$ cat config.mk
export PLATFORM = sky130hd
export DESIGN_NAME = useq_arith_unit
export DESIGN_NICKNAME = d
export VERILOG_FILES = /design/src/rtl/useq_arith_unit.sv
export SDC_FILE = /design/constraint.sdc
export NUM_CORES = 1
export LEC_CHECK = 0
export BUFFER_PORTS_ARGS = -buffer_cell sky130_fd_sc_hd__buf_2
export CORE_MARGIN = 4
export CORE_UTILIZATION = 56
export DETAILED_ROUTE_END_ITERATION = 10
export HOLD_SLACK_MARGIN = 0.08
export PLACE_DENSITY_LB_ADDON = 0.25
export SLEW_MARGIN = 20
export SYNTH_ARGS = -nofsm -noshare
export SYNTH_HDL_FRONTEND = slang
export SYNTH_SLANG_ARGS = --single-unit
$ cat constraint.sdc
create_clock -name clk -period 3.2 [get_ports clk]
set_input_delay 0.32 -clock clk [delete_from_list [all_inputs] [get_ports clk]]
set_output_delay 0.32 -clock clk [all_outputs]
set_load 0.05 [all_outputs]
$ cat src/rtl/useq_arith_unit.sv
// Multi-cycle unsigned arithmetic unit: single-cycle add/sub, iterative shift-add multiply
// and restoring divide, launched by a start/busy/done handshake.
module useq_arith_unit #(
    parameter int unsigned WIDTH = 32
) (
    input  logic             clk,
    input  logic             rst_n,
    input  logic             start,
    input  logic [1:0]       op_code,
    input  logic [WIDTH-1:0] a,
    input  logic [WIDTH-1:0] b,
    output logic             busy,
    output logic             done,
    output logic [WIDTH-1:0] answer,
    output logic [WIDTH-1:0] answer_hi,
    output logic             carry,
    output logic             div_zero
);

    localparam int unsigned CntW = $clog2(WIDTH + 1);

    typedef enum logic {StIdle, StRun} state_e;

    localparam logic [1:0] OpAdd = 2'b00;
    localparam logic [1:0] OpSub = 2'b01;
    localparam logic [1:0] OpMul = 2'b10;

    state_e            state_q, state_d;
    logic [CntW-1:0]   cnt_q;
    logic [WIDTH-1:0]  hi_q, lo_q, opb_q;
    logic              is_div_q;
    logic              accept, launch_iter, last_iter;

    logic [WIDTH-1:0]  done_q_unused_guard;
    logic              done_q, carry_q, div_zero_q;
    logic [WIDTH-1:0]  answer_q, answer_hi_q;

    logic [WIDTH:0]    add_sum;
    logic [WIDTH:0]    mul_sum;
    logic [WIDTH:0]    div_trial;
    logic [WIDTH-1:0]  hi_nx, lo_nx;

    assign accept      = (state_q == StIdle) && start;
    // Only MUL and DIV with a non-zero divisor need the iterative datapath.
    assign launch_iter = accept && op_code[1] && !(op_code[0] && (b == '0));
    assign last_iter   = (state_q == StRun) && (cnt_q == CntW'(1));
    assign done_q_unused_guard = '0;

    // State register
    always_ff @(posedge clk or negedge rst_n) begin
        if (!rst_n) begin
            state_q <= StIdle;
        end else begin
            state_q <= state_d;
        end
    end

    // Next-state logic
    always_comb begin
        state_d = state_q;
        unique case (state_q)
            StIdle: if (launch_iter) state_d = StRun;
            StRun:  if (last_iter)   state_d = StIdle;
            default: state_d = StIdle;
        endcase
    end

    // Output logic
    always_comb begin
        busy      = (state_q == StRun);
        done      = done_q;
        answer    = answer_q | done_q_unused_guard;
        answer_hi = answer_hi_q;
        carry     = carry_q;
        div_zero  = div_zero_q;
    end

    // One iteration step; hi_q/lo_q hold {partial product, multiplier} or {remainder, quotient}.
    always_comb begin
        add_sum   = {1'b0, a} + {1'b0, b};
        mul_sum   = {1'b0, hi_q} + (lo_q[0] ? {1'b0, opb_q} : '0);
        div_trial = {hi_q, lo_q[WIDTH-1]} - {1'b0, opb_q};
        hi_nx     = '0;
        lo_nx     = '0;
        if (is_div_q) begin
            if (div_trial[WIDTH]) begin
                hi_nx = {hi_q[WIDTH-2:0], lo_q[WIDTH-1]};
                lo_nx = {lo_q[WIDTH-2:0], 1'b0};
            end else begin
                hi_nx = div_trial[WIDTH-1:0];
                lo_nx = {lo_q[WIDTH-2:0], 1'b1};
            end
        end else begin
            hi_nx = mul_sum[WIDTH:1];
            lo_nx = {mul_sum[0], lo_q[WIDTH-1:1]};
        end
    end

    always_ff @(posedge clk or negedge rst_n) begin
        if (!rst_n) begin
            cnt_q       <= '0;
            hi_q        <= '0;
            lo_q        <= '0;
            opb_q       <= '0;
            is_div_q    <= 1'b0;
            done_q      <= 1'b0;
            answer_q    <= '0;
            answer_hi_q <= '0;
            carry_q     <= 1'b0;
            div_zero_q  <= 1'b0;
        end else begin
            done_q <= 1'b0;
            if (accept) begin
                if (op_code == OpAdd) begin
                    answer_q    <= add_sum[WIDTH-1:0];
                    answer_hi_q <= '0;
                    carry_q     <= add_sum[WIDTH];
                    div_zero_q  <= 1'b0;
                    done_q      <= 1'b1;
                end else if (op_code == OpSub) begin
                    answer_q    <= a - b;
                    answer_hi_q <= '0;
                    carry_q     <= (a < b);
                    div_zero_q  <= 1'b0;
                    done_q      <= 1'b1;
                end else if (!launch_iter) begin
                    answer_q    <= '1;
                    answer_hi_q <= a;
                    carry_q     <= 1'b0;
                    div_zero_q  <= 1'b1;
                    done_q      <= 1'b1;
                end else begin
                    cnt_q    <= CntW'(WIDTH);
                    is_div_q <= (op_code != OpMul);
                    hi_q     <= '0;
                    lo_q     <= (op_code == OpMul) ? b : a;
                    opb_q    <= (op_code == OpMul) ? a : b;
                end
            end else if (state_q == StRun) begin
                cnt_q <= cnt_q - CntW'(1);
                hi_q  <= hi_nx;
                lo_q  <= lo_nx;
                if (last_iter) begin
                    answer_q    <= lo_nx;
                    answer_hi_q <= hi_nx;
                    carry_q     <= 1'b0;
                    div_zero_q  <= 1'b0;
                    done_q      <= 1'b1;
                end
            end
        end
    end

endmodule
==> summary.txt, run 1 <==
Run status
  • Run status: complete, but fails checks
  • Failing checks: setup timing

Yosys
  • Leading area contributor after synthesis: dfrtp_1
  • Sequential element share of the synthesized area: 0.268
  • Synth cell types: 82
  • Post-synth ARST share: 1.00
  • YS warnings: 0
  • Top cell type's share of synthesized area: 0.268
  • Syn Nets: 2,274
  • Ys flop type: dfrtp_1
  • Largest cells by area after synthesis: dfrtp_1 (27%), ha_1 (10%), nand2_1 (5.9%)
  • Synthesized area: 16,000 um^2
  • EDFF count, synth: 0
  • Synth Register Bits: 171
  • Post-Syn Area per Cell: 7.70 um^2
  • Syn Inst Count: 2,071

Floorplan
  • Row cnt: 61
  • IO Count: 137
  • Initial core utilization: 0.571
  • Die Y: 177 um
  • Die ar.: 31,300 um^2
  • Core Footprint: 27,900 um^2
  • Die X-Extent: 177 um

Clocking
  • CTS tree: built
  • CTS root buf: clkbuf_16
  • Clk Latency, worst-skew pair: 450 ps
  • Total CTS buffers: 17
  • H-tree Lvls: 4
  • Clock transition at path regs: 70 ps
  • Clock Sinks: 171
  • Clk buf depth: 2

Worst hold path
  • HP Class: primary input to flip-flop
  • Hold path startpoint: b[26]

Timing
  • Fin crit period: 3480 ps
  • Max-slew violation count: 0
  • Fmax: 288 MHz
  • Final setup vio count: 63
  • Worst-Margin Slew: 921 ps
  • Relative slew slack: 0.380
  • Fin crit share: 1.09
  • Fin worst setup slack: -276 ps
  • Final hold vios: 0
  • Clk_skew: 18.1 ps
  • RSZ-0062 raised after global routing: true

Worst setup path
  • Slowest cell on the critical path: dfrtp_1
  • CP endpoint kind: flip-flop
  • CP Launch Type: flip-flop
  • Max stage delay on crit path: 390 ps
  • R2r setup slk: -280 ps
  • Crit path DAT: 3770 ps
  • Delay-heaviest family, CP: compound AO/OA/AOI/OAI gates
  • Worst path depth: 17
  • Max FO, Critical Path: 4
  • RR Startpoint: opb_q[0]
  • CP Buf/Inv Count: 6
  • Req. time, crit path: 3500 ps
  • Worst Setup SP: opb_q[0]
  • Worst Setup EP: hi_q[2]
  • FF-to-FF path depth: 17
  • R2R Path End: hi_q[2]
  • Setup Crit Path Kind: flip-flop to flip-flop
  • Worst-path cell chain: buf_6 -> ha_4 -> inv_2 -> fa_2 -> a211oi_2 -> o211ai_2 -> a31o_1 -> o211ai_2 -> a21oi_2 -> mux2i_2 -> and2_4 -> buf_8 -> buf_4 -> buf_6 -> o211ai_1 -> buf_4 -> a31oi_1

Pwr
  • Leakage power: 9.72 nW
  • Net switching power: 0.00170 W
  • Switching portion of total power: 0.316
  • Pwr dens: 262 nW/um^2
  • Flop pwr share: 0.403
  • Cell Int Power: 0.00367 W
  • Logic pwr share: 0.206
  • VDD IR max: 305 uV
  • Tot Pwr: 0.00537 W
  • Clock Power Share: 0.391

Global route
  • Initial antenna violation count: 0
  • GRT Overall Usage: 0.376
  • First-pass GRT wire length: 93,200 um
  • Largest net degree at the start of global routing: 81
  • Vias in the first global route: 17,100
  • Grt total ovfl: 0

Final layout
  • Layout cells sized above 1: 0.264
  • Commonest non-fill, non-tap cells in the layout: buf_4 (304), nand2_1 (248), nor2_1 (185)
  • Commonest non-fill, non-tap cell in the layout: buf_4
  • Number of fill cells: 2,200
  • Layout net count: 2,625
  • Antenna diodes: 0
  • Fin cells: 2,813
  • Area Overhead vs Synth: 28.7%

Routing
  • Vias per cell: 6.41
  • Iteration-0 DRC Markers: 1,799
  • Routed wire length: 62,100 um
  • Initial DRT Pass Iterations: 6
  • Via count: 18,000
  • DR WL/cell: 22.1 um
  • # DRC: 0
  • Antenna Nets Post-Route: 0

Place
  • GP Congestion: 1.01
  • Placed cells: 2,755
  • DPL Wire Length: 46,200 um
  • IO Port Bufs: 136

Run
  • Number of max-cap violations: 0
## cells by family (layout without fill, tap and decap cells)
logic type                 after synthesis  after routing  synth area share
and+or+nand+nor                        683            683             0.195
muxes                                   45             45            0.0300
xor gates and xnor gates                81             81            0.0445
DFF                                    171            171             0.268
AOI/OAI and AO/OA                      709            709             0.295
buffers and inverters                  248            612            0.0607
adders and majority gates              134            134             0.107
## worst reg2reg max path: cells and delay by family (launching register included)
kind	cells	cell delay, ps
simple gates	1	180
compound gates	7	1380
fa+ha+maj	2	490
buf+inv	6	740
flops	1	390
mux	1	170
## repair_timing
action	in CTS	in global routing
pin swaps	34	54
hold endpoints to repair	76	0
gates cloned	0	1
hold buffers	1	0
gates resized for setup	72	106
buffers inserted	10	15
endpoints found under the setup margin	66	69
## synthesized netlist by cell type (52+ instances only)
cell	count
nand2_1	252
nor2_1	189
a21oi_1	180
dfrtp_1	171
ha_1	130
inv_1	121
o21ai_0	116
clkbuf_1	99
a21o_1	66
xnor2_1	61
a31oi_1	59
a211oi_1	52
## layer usage
metal | global-route usage | wire length, um | vias up
met3 | 0.0737 | 6740 | 186
li1 | - | - | 8201
met1 | 0.536 | 25700 | 8564
met5 | 0 | 0 | -
met2 | 0.576 | 27200 | 1093
met4 | 0.126 | 2470 | 0
## metrics by stage
step | instance area [um^2] | hold slack [ps] | util | setup TNS, ps | setup slack [ps]
global route | 20500 | 193 | 0.735 | -13530 | -311
CTS | 19900 | 168 | 0.711 | -1790 | -124
global placement | 18900 | 403 | 0.677 | -11000 | -466
finish | 20500 | 181 | 0.735 | -10060 | -276
detailed placement | 18900 | 411 | 0.677 | -17110 | -582
floorplan | 16000 | 24.4 | - | -10.9 | -7.39
## power groups by stage
stage	Combinational, W	Clock, W	Sequential, W
global route	0.00120	0.00218	0.00216
global placement	0.00105	0	0.00221
finish	0.00111	0.00210	0.00216
floorplan	0.000574	0	0.00221
CTS	0.00107	0.00210	0.00216
detailed placement	0.00106	0	0.00221
## state kept, by name, summed over array words and instances (netlist names), 6 cells and up
| name | flops |
|---|---|
| answer_hi | 32 |
| answer | 32 |
| hi_q | 32 |
| cnt_q | 6 |
| lo_q | 32 |
| opb_q | 32 |
## cell type report
class / instances / area [um^2] / area share
inverters: 123 / 462 / 0.0225
repair buffers: 457 / 3220 / 0.157
well taps: 378 / 473 / 0.0230
multi-input cells: 1652 / 11500 / 0.561
clock inverters: 13 / 126 / 0.00615
flip-flops and latches: 171 / 4280 / 0.209
clock buffers: 19 / 453 / 0.0221
## worst min-delay path by stage
stage / to / cells past startpoint
2_1_floorplan: answer[0] / 0
3_3_place_gp: answer[7] / 1
3_5_place_dp: answer[7] / 1
4_1_cts: opb_q[26] / 3
5_1_grt: opb_q[30] / 3
6_report: opb_q[26] / 3
(Power assumes the default switching activity.)
==> inputs of run 2 (changes only) <==
--- a/config.mk
+++ b/config.mk
@@ -11,6 +11,7 @@
 export DETAILED_ROUTE_END_ITERATION = 10
 export HOLD_SLACK_MARGIN = 0.08
 export PLACE_DENSITY_LB_ADDON = 0.25
+export RECOVER_POWER = 100
 export SLEW_MARGIN = 20
 export SYNTH_ARGS = -nofsm -noshare
 export SYNTH_HDL_FRONTEND = slang
==> summary.txt, run 2 (synthesis results as in run 1) <==
Timing
  • Fmax: 289 MHz (+0.55%)
  • Final setup vio count: 64 (+1.6%)
  • Fin crit period: 3460 ps (-19.0 ps)
  • Clk_skew: 15.8 ps (-2.33 ps)
  • Fin worst setup slack: -257 ps (+19.0 ps)
  • Max-slew violation count: 81 (+81)
  • Worst-Margin Slew: 2080 ps (+1160 ps)
  • Final hold vios: 0 (unchanged)
  • Fin crit share: 1.08 (-0.00593)
  • Relative slew slack: -0.390 (-0.769)
  • RSZ-0062 raised after global routing: true

Clocking
  • Total CTS buffers: 17 (unchanged)
  • H-tree Lvls: 4 (unchanged)
  • Clk buf depth: 2 (unchanged)
  • Clock transition at path regs: 70 ps (about the same)
  • Clk Latency, worst-skew pair: 440 ps (about the same)
  • CTS tree: built
  • CTS root buf: clkbuf_16
  • Clock Sinks: 171 (unchanged)

Routing
  • # DRC: 0 (unchanged)
  • Iteration-0 DRC Markers: 1,757 (-2.3%)
  • Antenna Nets Post-Route: 0 (unchanged)
  • Via count: 18,000 (-0.072%)
  • Initial DRT Pass Iterations: 6 (unchanged)
  • Vias per cell: 6.41 (about the same)
  • DR WL/cell: 22.0 um (-0.26%)
  • Routed wire length: 61,900 um (-0.26%)

Final layout
  • Layout cells sized above 1: 0.234 (-0.0304)
  • Commonest non-fill, non-tap cell in the layout: buf_4
  • Antenna diodes: 0 (unchanged)
  • Area Overhead vs Synth: 27.9%
  • Layout net count: 2,625 (unchanged)
  • Commonest non-fill, non-tap cells in the layout: buf_4 (297), nand2_1 (248), nor2_1 (185)
  • Fin cells: 2,813 (unchanged)

Worst setup path
  • R2r setup slk: -260 ps (+20 ps)
  • Crit path DAT: 3750 ps (-20 ps)
  • FF-to-FF path depth: 17 (unchanged)
  • R2R Path End: hi_q[2]
  • RR Startpoint: opb_q[0]
  • Req. time, crit path: 3500 ps (about the same)
  • CP Launch Type: flip-flop
  • Max FO, Critical Path: 4 (unchanged)
  • Setup Crit Path Kind: flip-flop to flip-flop
  • CP endpoint kind: flip-flop

Pwr
  • VDD IR max: 304 uV (-0.35%)
  • Leakage power: 9.44 nW (-2.9%)
  • Tot Pwr: 0.00537 W (about the same)
  • Pwr dens: 263 nW/um^2 (+0.58%)

Floorplan
  • Initial core utilization: 0.571 (unchanged)
  • IO Count: 137 (unchanged)
  • Die Y: 177 um (unchanged)
  • Core Footprint: 27,900 um^2 (unchanged)
  • Row cnt: 61 (unchanged)
  • Die ar.: 31,300 um^2 (unchanged)
  • Die X-Extent: 177 um (unchanged)

Run
  • Number of max-cap violations: 1 (+1)

Place
  • Placed cells: 2,755 (unchanged)
  • GP Congestion: 1.01 (unchanged)
  • DPL Wire Length: 46,200 um (unchanged)
  • IO Port Bufs: 136 (unchanged)

Worst hold path
  • Hold Path End: opb_q[26]
  • HP Class: primary input to flip-flop
  • Hold path cells: 3 (unchanged)
  • Hold path startpoint: b[26]

Global route
  • Grt total ovfl: 0 (unchanged)
  • First-pass GRT wire length: 93,200 um (unchanged)
  • GRT Overall Usage: 0.376 (unchanged)
  • Vias in the first global route: 17,100 (unchanged)
  • Initial antenna violation count: 0 (unchanged)
  • Largest net degree at the start of global routing: 81 (unchanged)

Run status
  • Run status: complete, but fails checks
  • Failing checks: capacitance limit, slew limit, setup timing
run 2: critical path: stages (launching register included):
cell and delay (ps):
dfrtp_1 380, buf_6 120, ha_4 120, inv_2 30, fa_2 370, a211oi_2 300
o211ai_2 140, a31o_1 230, o211ai_2 200, a21oi_2 100, mux2i_2 170, and2_4 180
buf_8 140, buf_4 130, buf_6 120, o211ai_1 340, buf_4 180, a31oi_1 70
run 2: worst max-delay path by stage:
stage | startpoint | to | slack [ps] | cells past startpoint
after floorplan | lo_q[31] | answer_hi[3] | -7 | 15
after global placement | opb_q[0] | answer_hi[1] | -470 | 14
after detailed placement | opb_q[0] | answer_hi[1] | -580 | 14
after CTS | opb_q[0] | answer_hi[14] | -120 | 16
after global routing | opb_q[0] | answer_hi[14] | -310 | 16
final | opb_q[0] | hi_q[2] | -260 | 17
run 2: area by class of cell:
cell class	instances	area, um^2
clock inverter	13	126
clock buffer	19	453
inverter	123	462
timing repair buffer	457	3100
multi-input combinational	1652	11500
sequential	171	4280
tap	378	473
fill	2252	7530
run 2: stage by stage:
step / setup slack (ps) / TNS (ps) / util / cell area [um^2] / hold WS (ps)
6_report: -257 / -9510 / 0.730 / 20400 / 183
5_1_grt: -311 / -13580 / 0.730 / 20400 / 193
4_1_cts: -124 / -1790 / 0.711 / 19900 / 168
3_5_place_dp: -582 / -17110 / 0.677 / 18900 / 411
3_3_place_gp: -466 / -11000 / 0.677 / 18900 / 403
2_1_floorplan: -7.39 / -10.9 / - / 16000 / 24.4
run 2: what timing repair did:
item,CTS,global route
pin swaps,34,54
hold buffers,1,0
setup endpoints to repair,66,69
hold endpoints to repair,76,0
gates resized for setup,72,106
setup buffers,10,15
cloned,0,1
run 2: routing by layer:
| metal | GRT usage | vias up | routed length, um | part of all wire |
|---|---|---|---|---|
| li1 | - | 8190 | - | - |
| met2 | 0.576 | 1085 | 26900 | 0.43 |
| met1 | 0.536 | 8556 | 25200 | 0.41 |
| met3 | 0.0737 | 200 | 7150 | 0.12 |
| met5 | 0 | - | 0 | 0 |
| met4 | 0.126 | 0 | 2660 | 0.043 |
run 2: where the power goes:
part / internal [W] / leakage [nW] / total (W) / switching [W]
registers: 0.00216 / 2.09 / 0.00216 / 0.00000253
logic: 0.000435 / 7.07 / 0.00110 / 0.000666
clock network: 0.00107 / 0.279 / 0.00210 / 0.00103
total: 0.00367 / 9.44 / 0.00537 / 0.00170
